### src/rtl/gf2m_inv_seq_if.sv
// gf2m_inv_seq_if: request/result bundle for the GF(2^M) inverter.
//   i_start, i_x (i_num with GF_INV_DIVIDE_EN) : requester -> inverter
//   o_busy, o_valid, o_y, o_zero                : inverter -> requester
//   master = requester side, slave = inverter side.
interface gf2m_inv_seq_if #(parameter int M = 8);
    logic         i_start;
    logic [M-1:0] i_x;
`ifdef GF_INV_DIVIDE_EN
    logic [M-1:0] i_num;
`endif
    logic         o_busy;
    logic         o_valid;
    logic [M-1:0] o_y;
    logic         o_zero;
`ifdef GF_INV_DIVIDE_EN
    modport master (output i_start, i_x, i_num, input o_busy, o_valid, o_y, o_zero);
    modport slave  (input i_start, i_x, i_num, output o_busy, o_valid, o_y, o_zero);
`else
    modport master (output i_start, i_x, input o_busy, o_valid, o_y, o_zero);
    modport slave  (input i_start, i_x, output o_busy, o_valid, o_y, o_zero);
`endif
endinterface

### src/rtl/gf2m_inv_seq.sv
// gf2m_inv_seq: iterative GF(2^M) inverter, y = x^(2^M-2), square-and-multiply.
//   i_clk, i_rst : clock, synchronous active-high reset
//   bus (slave)  : i_start/i_x[/i_num] in, o_busy/o_valid/o_y/o_zero out
//   Optional macro GF_INV_DIVIDE_EN adds i_num and a DIV state giving y = num/x.
module gf2m_inv_seq #(
    parameter int M    = 8,
    parameter int POLY = 285
) (
    input  logic          i_clk,
    input  logic          i_rst,
    gf2m_inv_seq_if.slave bus
);
    localparam int CW = $clog2(M);
    localparam logic [M-1:0] RED = M'(POLY);
    if (M < 2 || M > 16 || ((POLY >> M) & 1) == 0) begin : g_param_chk
        $error("gf2m_inv_seq: M must be 2..16 and POLY bit M must be set");
    end
`ifdef GF_INV_DIVIDE_EN
    typedef enum logic [1:0] {IDLE, RUN, DIV} state_t;
`else
    typedef enum logic {IDLE, RUN} state_t;
`endif
    function automatic logic [M-1:0] gf_mul(input logic [M-1:0] a, input logic [M-1:0] b);
        logic [M-1:0] p, s;
        p = '0;
        s = a;
        for (int i = 0; i < M; i++) begin
            if (b[i]) p ^= s;
            s = {s[M-2:0], 1'b0} ^ (s[M-1] ? RED : '0);
        end
        return p;
    endfunction
    state_t        state_q, state_d;
    logic [M-1:0]  sq_q, sq_d, acc_q, acc_d, y_q, y_d;
    logic [CW-1:0] cnt_q, cnt_d;
    logic          zero_q, zero_d, valid_q, valid_d;
    logic [M-1:0]  mul_a, mul_b, sq_in;
    // mul_a: accumulator product (acc*sq in RUN, acc*num in DIV); mul_b: squarer
    // fed by the operand in IDLE so the first square is ready on the accepting edge.
    assign sq_in = (state_q == IDLE) ? bus.i_x : sq_q;
    assign mul_b = gf_mul(sq_in, sq_in);
`ifdef GF_INV_DIVIDE_EN
    logic [M-1:0] num_q, num_d;
    assign mul_a = gf_mul(acc_q, (state_q == DIV) ? num_q : sq_q);
`else
    assign mul_a = gf_mul(acc_q, sq_q);
`endif
    always_comb begin
        state_d = state_q;
        sq_d    = sq_q;
        acc_d   = acc_q;
        cnt_d   = cnt_q;
        y_d     = y_q;
        zero_d  = zero_q;
        valid_d = 1'b0;
`ifdef GF_INV_DIVIDE_EN
        num_d   = num_q;
`endif
        case (state_q)
            IDLE: if (bus.i_start) begin
                sq_d    = mul_b;
                acc_d   = M'(1);
                cnt_d   = CW'(1);
                zero_d  = (bus.i_x == '0);
`ifdef GF_INV_DIVIDE_EN
                num_d   = bus.i_num;
`endif
                state_d = RUN;
            end
            RUN: begin
                acc_d = mul_a;
                sq_d  = mul_b;
                cnt_d = cnt_q + 1'b1;
                if (cnt_q == CW'(M - 1)) begin
`ifdef GF_INV_DIVIDE_EN
                    state_d = DIV;
`else
                    y_d     = mul_a;
                    valid_d = 1'b1;
                    state_d = IDLE;
`endif
                end
            end
`ifdef GF_INV_DIVIDE_EN
            DIV: begin
                y_d     = mul_a;
                valid_d = 1'b1;
                state_d = IDLE;
            end
`endif
            default: state_d = IDLE;
        endcase
    end
    always_ff @(posedge i_clk) begin
        if (i_rst) begin
            state_q <= IDLE;
            sq_q    <= '0;
            acc_q   <= '0;
            cnt_q   <= '0;
            y_q     <= '0;
            zero_q  <= 1'b0;
            valid_q <= 1'b0;
`ifdef GF_INV_DIVIDE_EN
            num_q   <= '0;
`endif
        end else begin
            state_q <= state_d;
            sq_q    <= sq_d;
            acc_q   <= acc_d;
            cnt_q   <= cnt_d;
            y_q     <= y_d;
            zero_q  <= zero_d;
            valid_q <= valid_d;
`ifdef GF_INV_DIVIDE_EN
            num_q   <= num_d;
`endif
        end
    end
    assign bus.o_busy  = (state_q != IDLE);
    assign bus.o_valid = valid_q;
    assign bus.o_y     = y_q;
    assign bus.o_zero  = zero_q;
endmodule

### src/flat_wrapper.sv
// flat-port wrapper written by rule: the top's interface ports become plain ports
module gf2m_inv_seq_flat 
#(
    parameter int M    = 8,
    parameter int POLY = 285
)
  (i_clk, i_rst, bus_i_start, bus_i_x, bus_o_busy, bus_o_valid, bus_o_y, bus_o_zero);
  gf2m_inv_seq_if #(.M(M)) bus_i ();
  input  logic i_clk;
  input  logic i_rst;
  input wire logic [$bits(bus_i.i_start)-1:0] bus_i_start;
  input wire logic [$bits(bus_i.i_x)-1:0] bus_i_x;
  output wire logic [$bits(bus_i.o_busy)-1:0] bus_o_busy;
  output wire logic [$bits(bus_i.o_valid)-1:0] bus_o_valid;
  output wire logic [$bits(bus_i.o_y)-1:0] bus_o_y;
  output wire logic [$bits(bus_i.o_zero)-1:0] bus_o_zero;
  assign bus_i.i_start = bus_i_start;
  assign bus_i.i_x = bus_i_x;
  assign bus_o_busy = bus_i.o_busy;
  assign bus_o_valid = bus_i.o_valid;
  assign bus_o_y = bus_i.o_y;
  assign bus_o_zero = bus_i.o_zero;
  gf2m_inv_seq #(.M(M), .POLY(POLY)) u_core (.i_clk(i_clk), .i_rst(i_rst), .bus(bus_i));
endmodule
### config.mk
export PLATFORM = sky130hd
export DESIGN_NAME = gf2m_inv_seq_flat
export DESIGN_NICKNAME = d
export VERILOG_FILES = /design/src/rtl/gf2m_inv_seq_if.sv /design/src/rtl/gf2m_inv_seq.sv /design/src/flat_wrapper.sv
export SDC_FILE = /design/constraint.sdc
export NUM_CORES = 1
export LEC_CHECK = 0
export CAP_MARGIN = 20
export CORE_MARGIN = 2
export CORE_UTILIZATION = 60
export DETAILED_ROUTE_END_ITERATION = 7
export GPL_TIMING_DRIVEN = 1
export MAX_ROUTING_LAYER = met4
export PLACE_DENSITY = 0.83
export SETUP_SLACK_MARGIN = 0.05
export SLEW_MARGIN = 20
export SYNTH_ARGS = -nofsm -noshare
export SYNTH_HDL_FRONTEND = slang
export SYNTH_SLANG_ARGS = --single-unit
### constraint.sdc
create_clock -name i_clk -period 3.5 [get_ports i_clk]
set_input_delay 0.35 -clock i_clk [delete_from_list [all_inputs] [get_ports i_clk]]
set_output_delay 0.35 -clock i_clk [all_outputs]
set_load 0.02 [all_outputs]
==> flow_summary.toml, run 1 <==
[clocking]
cts_tree = "built"
clk_pin_slew_ns = 0.07
htree_levels = 2
cts_hold_buf = 0
clkLatencyLatePin_ns = 0.28
post_cts_buffers = 0
cts-resized-gates = 0
cts_sinks = 30
clockBufferDepth = 2
numCtsBuffers = 5
clock-root-buffer = "clkbuf_8"

[drt]
postRouteAntennaNets = 0
num_vias = 2936
drt_drc_violations_left = 0
routed_wl_mm = 8.02
drtIter0Drc = 323
routed_via_density = 5.91
wl_per_cell_um = 16.1
first_pass_iters = 7

[synthesis]
synth_area_leaders = "dfxtp_1 (18%), xnor2_1 (17%), xor2_1 (7.8%)"
synthArstFlopShare_pct = 0
synth-seq-cells = 30
synth_top_area_share_pct = 18.4
ys_types = 48
ys_warn_count = 0
dominantRegCellSynth = "dfxtp_1"
synth_edf_count = 0
yosysMostFrequentCell = "xnor2_1"
syn_inst = 423
yosysSeqAreaShare_pct = 18.4
syn_nets = 438
synth_common_cells = "xnor2_1 (62), nand2_1 (60), nor2_1 (45)"
synth_area_per_cell_um2 = 7.70
synth_top_cell_by_area = "dfxtp_1"
synth_area_mm2 = 0.00326

[sta]
slew_viol_final = 0
setup_viol = 0
tns_ns = 0
setup_slack_ns = 0.555
finalClockSkew_ns = 0.00616
worst_pin_slew_ns = 0.783
grt_setup_unrepaired = "false"
period_share_pct = 84.1
relSlewSlack_pct = 47.6
whs_ns = 0.481
fin_crit_ns = 2.94
hold_viol_final = 0
max_freq_mhz = 340

[die]
die_h_um = 77.7
start_util_pct = 63.0
rows = 26
die_w_um = 77.7
ioPinCount = 22
die-area_mm2 = 0.00603
core_mm2 = 0.00517

[setup_path]
cp_cell_sequence = "mux2i_4, inv_4, ha_1, xor2_1, nor2b_1, a21oi_1, o2111ai_1, nand3_1, a21oi_1"
regToRegSetupSlack_ns = 0.56
r2r_cells = 9
crit_start = "u_core.bus.o_busy"
slowest_delay_ns = 0.59
crit_path_frequent_cell = "a21oi_1"
r2r_start = "u_core.bus.o_busy"
critPathMaxFanout = 18
start_kind = "flop"
critical_path_class = "reg2reg"
cp_slowest_cell = "dfxtp_1"
worstPathArrival_ns = 3.17
crit_path_end = "u_core.sq_q[5]"
required_ns = 3.72
endpoint_kind = "flop"
r2r-end = "u_core.sq_q[5]"

[min_path]
min_from = "u_core.cnt_q[0]"
hp-class = "reg2reg"

[finish]
regArea_um2 = 601
nFillCells = 408
multi_input_area_mm2 = 0.00248
drive_gt1_share_pct = 7.96
antennaDiodeCount = 0
syn_to_final_growth_pct = 10.9
nNetsFinal = 441

[run_status]
status = "completed"

[placement]
port_buffers = 21
dpl.hpwl_mm = 5.63
place.gp.congestion = 0.925
dp_slack_ns = 0.513

[global_routing]
overflow = 0
grt_start_max_net_pins = 23
grt_antenna_before_repair = 0
grt_pass1_vias = 2786
grt_usage_pct = 29.0
grt_pass1_wl_mm = 13.7

[run]
cap_viol_max_count = 0

[pwr]
max-vdd-ir-drop_v = 0.000339
p_per_area_mw_per_mm2 = 515
total_leakage_power_uw = 0.00135
finalPower_uw = 1860
## cell usage in the layout, fill, tap and decap left out, types with 3 or more instances in the layout
cell type	Yosys	layout
a22oi_1	7	7
o21ai_0	13	13
nor4_1	3	3
nor3_1	10	10
clkdlybuf4s50_1	0	21
a211oi_1	9	9
inv_1	3	3
nand2b_1	7	7
o211ai_1	3	3
a31oi_1	3	3
nand2_1	60	60
nor2b_1	3	3
ha_1	4	4
nand3_1	10	10
buf_4	0	14
xnor3_1	7	7
xnor2_1	62	62
nor2_1	45	45
dfxtp_1	30	30
nand3b_1	5	5
xor2_1	29	29
mux2i_1	18	18
mux2_2	3	3
a21oi_1	18	18
clkbuf_8	0	5
a32oi_1	4	4
nor3b_1	5	5
## cell type report
type | instances | share of cell area, %
clock buffers | 5 | 1.91
clock inverters | 3 | 1.25
inverters | 4 | 0.485
multi-input cells | 350 | 68.6
flip-flops and latches | 30 | 16.6
well taps | 70 | 2.42
repair buffers | 35 | 8.73
## metal layers
| layer | up-vias | share of wire, % | track usage [%] |
|---|---|---|---|
| met5 | - | 0 | - |
| met4 | 0 | 1.7 | 8.39 |
| met3 | 15 | 8.7 | 4.19 |
| met2 | 129 | 44 | 43.4 |
| met1 | 1364 | 46 | 40.7 |
| li1 | 1428 | - | - |
## metrics by stage
step	util [%]	std cells	cell area [um^2]
after detailed placement	67.6	489	3500
after floorplan	-	423	3260
final	69.8	497	3610
after global placement	67.6	489	3500
after CTS	69.8	497	3610
after global routing	69.8	497	3610
## kinds of logic after synthesis
group | after synthesis | synth area share (%)
buffers and inverters | 43 | 5.49
AND/OR/NAND/NOR | 157 | 22.1
XOR/XNOR | 101 | 31.3
AO/OA/AOI/OAI | 65 | 13.2
multiplexers | 23 | 7.95
adder cells (fa/ha/maj) | 4 | 1.54
flip-flops | 30 | 18.4
## state kept, by name, indices dropped and copies added (netlist names)
name / cells
u_core.acc_q: 8
u_core.bus.o_busy: 1
u_core.bus.o_valid: 1
u_core.bus.o_y: 8
u_core.bus.o_zero: 1
u_core.cnt_q: 3
u_core.sq_q: 8
## worst max-delay path: cells and delay by family (launching register included)
| family | cells | cell delay [ns] |
|---|---|---|
| multiplexers | 1 | 0.49 |
| AO/OA/AOI/OAI | 3 | 0.47 |
| buffers and inverters | 1 | 0.17 |
| XOR/XNOR | 1 | 0.32 |
| adder cells (fa/ha/maj) | 1 | 0.46 |
| flip-flops | 1 | 0.59 |
| AND/OR/NAND/NOR | 2 | 0.37 |
## power breakdown
group	internal, uW	leakage [uW]	switching, uW
sequential	379	0.000245	93.5
combinational	477	0.00105	553
clock	212	0.0000504	144
## worst min-delay path by stage
| stage | cells after the start | endpoint | slack (ns) |
|---|---|---|---|
| after detailed placement | 1 | u_core.cnt_q[0] | 0.46 |
| final | 1 | u_core.cnt_q[0] | 0.48 |
| after global routing | 2 | u_core.bus.o_zero | 0.49 |
| after global placement | 2 | u_core.bus.o_zero | 0.45 |
| after CTS | 1 | u_core.cnt_q[0] | 0.47 |
| after floorplan | 1 | u_core.cnt_q[0] | 0.44 |
No activity file was read; power rests on OpenSTA's default activity.
==> run 2: changes to the inputs <==
==> constraint.sdc (replaced) <==
create_clock -name i_clk -period 2.75 [get_ports i_clk]
set_input_delay 0.275 -clock i_clk [delete_from_list [all_inputs] [get_ports i_clk]]
set_output_delay 0.275 -clock i_clk [all_outputs]
set_load 0.02 [all_outputs]
==> flow_summary.toml, run 2 (synthesis results as in run 1) <==
[clocking]
post_cts_buffers = 0
clkLatencyLatePin_ns = 0.29
clk_pin_slew_ns = 0.06
htree_levels = 2
clockBufferDepth = 2
cts_sinks = 30
cts_tree = "built"
clock-root-buffer = "clkbuf_8"
cts_hold_buf = 0
numCtsBuffers = 5

[sta]
setup_viol = 0
tns_ns = 0
worst_pin_slew_ns = 0.864
grt_setup_unrepaired = "false"
slew_viol_final = 0
whs_ns = 0.473
finalClockSkew_ns = 0.00794
period_share_pct = 91.1
max_freq_mhz = 399
relSlewSlack_pct = 42.2
hold_viol_final = 0
fin_crit_ns = 2.51

[placement]
port_buffers = 21
dpl-instance-area_mm2 = 0.00363
dpl.hpwl_mm = 6.02
place.gp.congestion = 1.03

[setup_path]
crit_start = "u_core.bus.o_busy"
worstPathArrival_ns = 2.71
slowest_delay_ns = 0.49
required_ns = 2.95
regToRegSetupSlack_ns = 0.24
critPathMaxFanout = 12
cp_cell_sequence = "mux2i_4, inv_4, ha_1, xor2_1, nor2b_1, a21oi_1, o2111ai_1, nand3_1, a21oi_1"
crit_path_frequent_cell = "a21oi_1"
cp_slowest_cell = "dfxtp_4"
r2r_start = "u_core.bus.o_busy"
start_kind = "flop"
critical_path_class = "reg2reg"
endpoint_kind = "flop"

[drt]
routed_via_density = 5.89
first_pass_iters = 5
drtIter0Drc = 363
num_vias = 3016
routed_wl_mm = 8.27
postRouteAntennaNets = 0
wl_per_cell_um = 16.1
drt_drc_violations_left = 0

[run]
cap_viol_max_count = 0

[pwr]
finalPower_uw = 2350
max-vdd-ir-drop_v = 0.000374
total_leakage_power_uw = 0.00143
p_per_area_mw_per_mm2 = 630

[finish]
syn_to_final_growth_pct = 14.5
antennaDiodeCount = 0
drive_gt1_share_pct = 11.5
nNetsFinal = 456
nFillCells = 410
mostFrequentLayoutCells = "xnor2_1 (61), nand2_1 (60), nor2_1 (45)"
regArea_um2 = 604
stdcell_area_mm2 = 0.00373
final_common_cell = "xnor2_1"
post-route-util_pct = 72.1
multi_input_area_mm2 = 0.00249

[global_routing]
grt_usage_pct = 29.5
grt_pass1_vias = 2888
overflow = 0
top_usage_layer = "met2"
met1_usage_pct = 40.6
grt_pass1_wl_mm = 13.9
grt_start_max_net_pins = 20
grt_use_met3_pct = 4.07
grt_util_met2_pct = 46.6
grt_antenna_before_repair = 0

[die]
die_w_um = 77.7
die_h_um = 77.7
rows = 26
die-area_mm2 = 0.00603
start_util_pct = 63.0
core_mm2 = 0.00517
ioPinCount = 22

[min_path]
min_from = "u_core.bus.o_zero"
hp-class = "reg2reg"

[run_status]
status = "completed"
run 2: cell count changes in the layout (fill, tap and decap cells not counted), sizes merged:
| cell | previous run | this run |
|---|---|---|
| bufinv | 1 | 0 |
| clkinv | 0 | 1 |
| buf | 14 | 29 |
| clkinvlp | 2 | 0 |
| clkbuf | 5 | 7 |
run 2: cell type report:
type | count | area share (%)
repair buffers | 50 | 11.8
multi-input cells | 350 | 66.7
well taps | 70 | 2.35
inverters | 4 | 0.470
clock buffers | 7 | 2.31
flip-flops and latches | 30 | 16.2
clock inverters | 1 | 0.134
run 2: per-stage QoR:
step	setup slack, ns	cells
after global routing	0.134	512
after global placement	0.215	504
after CTS	0.156	512
final	0.244	512
after floorplan	0.0745	423
after detailed placement	0.153	504
run 2: final timing paths:
check,to,cells after the start
max,u_core.sq_q[5],9
min,u_core.bus.o_zero,2
max reg2reg,u_core.sq_q[5],9
min reg2reg,u_core.bus.o_zero,2
run 2: report_power, final:
group / internal, uW / switching, uW / leakage (uW)
Clock: 202 / 179 / 0.0000482
Sequential: 483 / 80.6 / 0.000245
Combinational: 660 / 747 / 0.00114
Total: 1350 / 1010 / 0.00143
run 2: routing by layer:
layer	vias up	part of all wire, %
li1	1457	-
met1	1445	45
met4	0	0.96
met3	9	7.4
met5	-	0
met2	105	46
run 2: critical path: cells and delay by family, from the launching register on:
family,cells,cell delay [ns]
buffers and inverters,1,0.09
AOI/OAI and AO/OA,3,0.45
and+or+nand+nor,2,0.38
xor gates and xnor gates,1,0.27
adders and majority gates,1,0.44
DFF,1,0.49
muxes,1,0.30
run 2: repair_timing:
| item | CTS | global route |
|---|---|---|
| resized for setup | 0 | 2 |
| endpoints found under the hold margin | 0 | 0 |
| endpoints found under the setup margin | 0 | 2 |
==> run 3: changes to the inputs <==
--- a/config.mk
+++ b/config.mk
@@ -9,7 +9,7 @@
 export CORE_MARGIN = 2
 export CORE_UTILIZATION = 60
 export DETAILED_ROUTE_END_ITERATION = 7
-export GPL_TIMING_DRIVEN = 1
+export GPL_TIMING_DRIVEN = 0
 export MAX_ROUTING_LAYER = met4
 export PLACE_DENSITY = 0.83
 export SETUP_SLACK_MARGIN = 0.05
==> constraint.sdc (replaced) <==
create_clock -name i_clk -period 2.75 [get_ports i_clk]
set_input_delay 0.55 -clock i_clk [delete_from_list [all_inputs] [get_ports i_clk]]
set_output_delay 0.55 -clock i_clk [all_outputs]
set_load 0.02 [all_outputs]
==> flow_summary.toml, run 3 (synthesis results as in run 1) <==
[setup_path]
required_ns = 2.96
critPathMaxFanout = 10
regToRegSetupSlack_ns = 0.14
slowest_delay_ns = 0.46
path_buf_inv = 2
cp_slowest_cell = "clkdlybuf4s50_1"
worstPathArrival_ns = 2.85
critical_path_class = "in2reg"
critPathTopFamily = "XOR/XNOR gates"
cp_cell_sequence = "clkdlybuf4s50_1, mux2i_1, clkbuf_4, xnor2_1, xnor2_1, mux2i_1, o21ai_0, xnor3_1, a211oi_2"
endpoint_kind = "flop"
start_kind = "input port"

[min_path]
hp-class = "reg2reg"

[sta]
grt_setup_unrepaired = "true"
setup_viol = 0
period_share_pct = 95.9
finalClockSkew_ns = 0.00449
fin_crit_ns = 2.64
hold_viol_final = 0
relSlewSlack_pct = 56.0
worst_pin_slew_ns = 0.658
whs_ns = 0.486
setup_slack_ns = 0.112
slew_viol_final = 0
max_freq_mhz = 379

[die]
ioPinCount = 22
start_util_pct = 63.0
die_w_um = 77.7
die-area_mm2 = 0.00603
rows = 26
die_h_um = 77.7
core_mm2 = 0.00517

[pwr]
total_leakage_power_uw = 0.00143
max-vdd-ir-drop_v = 0.000368
p_per_area_mw_per_mm2 = 630

[drt]
drt_drc_violations_left = 0
wl_per_cell_um = 16.7
num_vias = 3142
routed_via_density = 5.94
first_pass_iters = 5
drtIter0Drc = 266
routed_wl_mm = 8.82
postRouteAntennaNets = 0

[clocking]
clk_pin_slew_ns = 0.06
cts_sinks = 30
cts_tree = "built"
clkLatencyLatePin_ns = 0.29
cts_hold_buf = 0
clock-root-buffer = "clkbuf_8"
htree_levels = 2
clockBufferDepth = 2
numCtsBuffers = 5

[finish]
drive_gt1_share_pct = 11.1
multi_input_area_mm2 = 0.00253
regArea_um2 = 602
antennaDiodeCount = 0
mostFrequentLayoutCells = "xnor2_1 (62), nand2_1 (60), nor2_1 (45)"
nFillCells = 378
fin_cells = 529
stdcell_area_mm2 = 0.00380
final_common_cell = "xnor2_1"
nNetsFinal = 473
syn_to_final_growth_pct = 16.8

[run_status]
status = "completed"

[placement]
dpl-instance-area_mm2 = 0.00356
dpl.hpwl_mm = 6.25
place.gp.congestion = 0.952
dp_slack_ns = -0.859
port_buffers = 21
dp_cells = 514

[global_routing]
grt_start_max_net_pins = 11
grt_use_met3_pct = 5.93
top_usage_layer = "met2"
grt_antenna_before_repair = 0
grt_usage_pct = 31.3
grt_util_met2_pct = 47.8
overflow = 0
grt_pass1_vias = 3054
grt_pass1_wl_mm = 14.6
met1_usage_pct = 41.4

[run]
cap_viol_max_count = 0
## run 3: cell types whose count changed in the layout (fill, tap and decap cells not counted), moves of 2 or more
cell	before	now
buf_8	0	2
clkbuf_1	1	22
clkdlybuf4s50_1	21	19
mux2i_4	2	4
buf_2	0	4
clkbuf_2	0	6
buf_4	28	9
dlygate4sd2_1	0	2
mux2i_1	17	15
## run 3: final timing paths
check | endpoint | from | cells after the start
setup / recovery | u_core.sq_q[3] | bus_i_x[2] | 9
hold / removal | u_core.cnt_q[0] | u_core.cnt_q[0] | 1
setup reg to reg | u_core.sq_q[3] | u_core.bus.o_busy | 10
hold reg to reg | u_core.cnt_q[0] | u_core.cnt_q[0] | 1
## run 3: power by group
part / total (uW) / leakage [uW] / switching (uW) / internal [uW]
clock network: 367 / 0.0000482 / 166 / 201
registers: 537 / 0.000245 / 54.4 / 483
logic: 1490 / 0.00114 / 835 / 656
total: 2400 / 0.00143 / 1060 / 1340
## run 3: layout make-up
class	count	area share (%)
Buffer	38	5.49
Clock buffer	7	2.27
Timing Repair Buffer	29	7.04
Sequential cell	30	15.8
Clock inverter	1	0.132
Inverter	4	0.461
Multi-Input combinational cell	350	66.5
Tap cell	70	2.30
## run 3: metrics by stage
| step | setup TNS (ns) | power (uW) | utilization [%] |
|---|---|---|---|
| after floorplan | 0 | 1620 | - |
| after global placement | -2.88 | 1870 | 68.8 |
| after detailed placement | -3.30 | 1920 | 68.8 |
| after CTS | 0 | 2310 | 71.7 |
| after global routing | -0.00793 | 2530 | 73.5 |
| final | 0 | 2400 | 73.5 |
## run 3: layer usage
layer	part of all wire [%]	routed length [um]
met4	2.2	193
met1	45	3930
met2	45	3980
met3	8.2	721
met5	0	0
## run 3: repair_timing
action / CTS / global route
resized for setup: 13 / 26
setup endpoints to repair: 5 / 6
setup buffers: 3 / 5
pin swaps: 3 / 3
## run 3: worst reg2reg max path, cell delays in order (launching register included)
cell and delay, ns:
dfxtp_2 0.34, buf_8 0.12, buf_4 0.18, mux2i_1 0.27, clkbuf_4 0.27, xnor2_1 0.17
xnor2_1 0.15, mux2i_1 0.11, o21ai_0 0.28, xnor3_1 0.42, a211oi_2 0.22
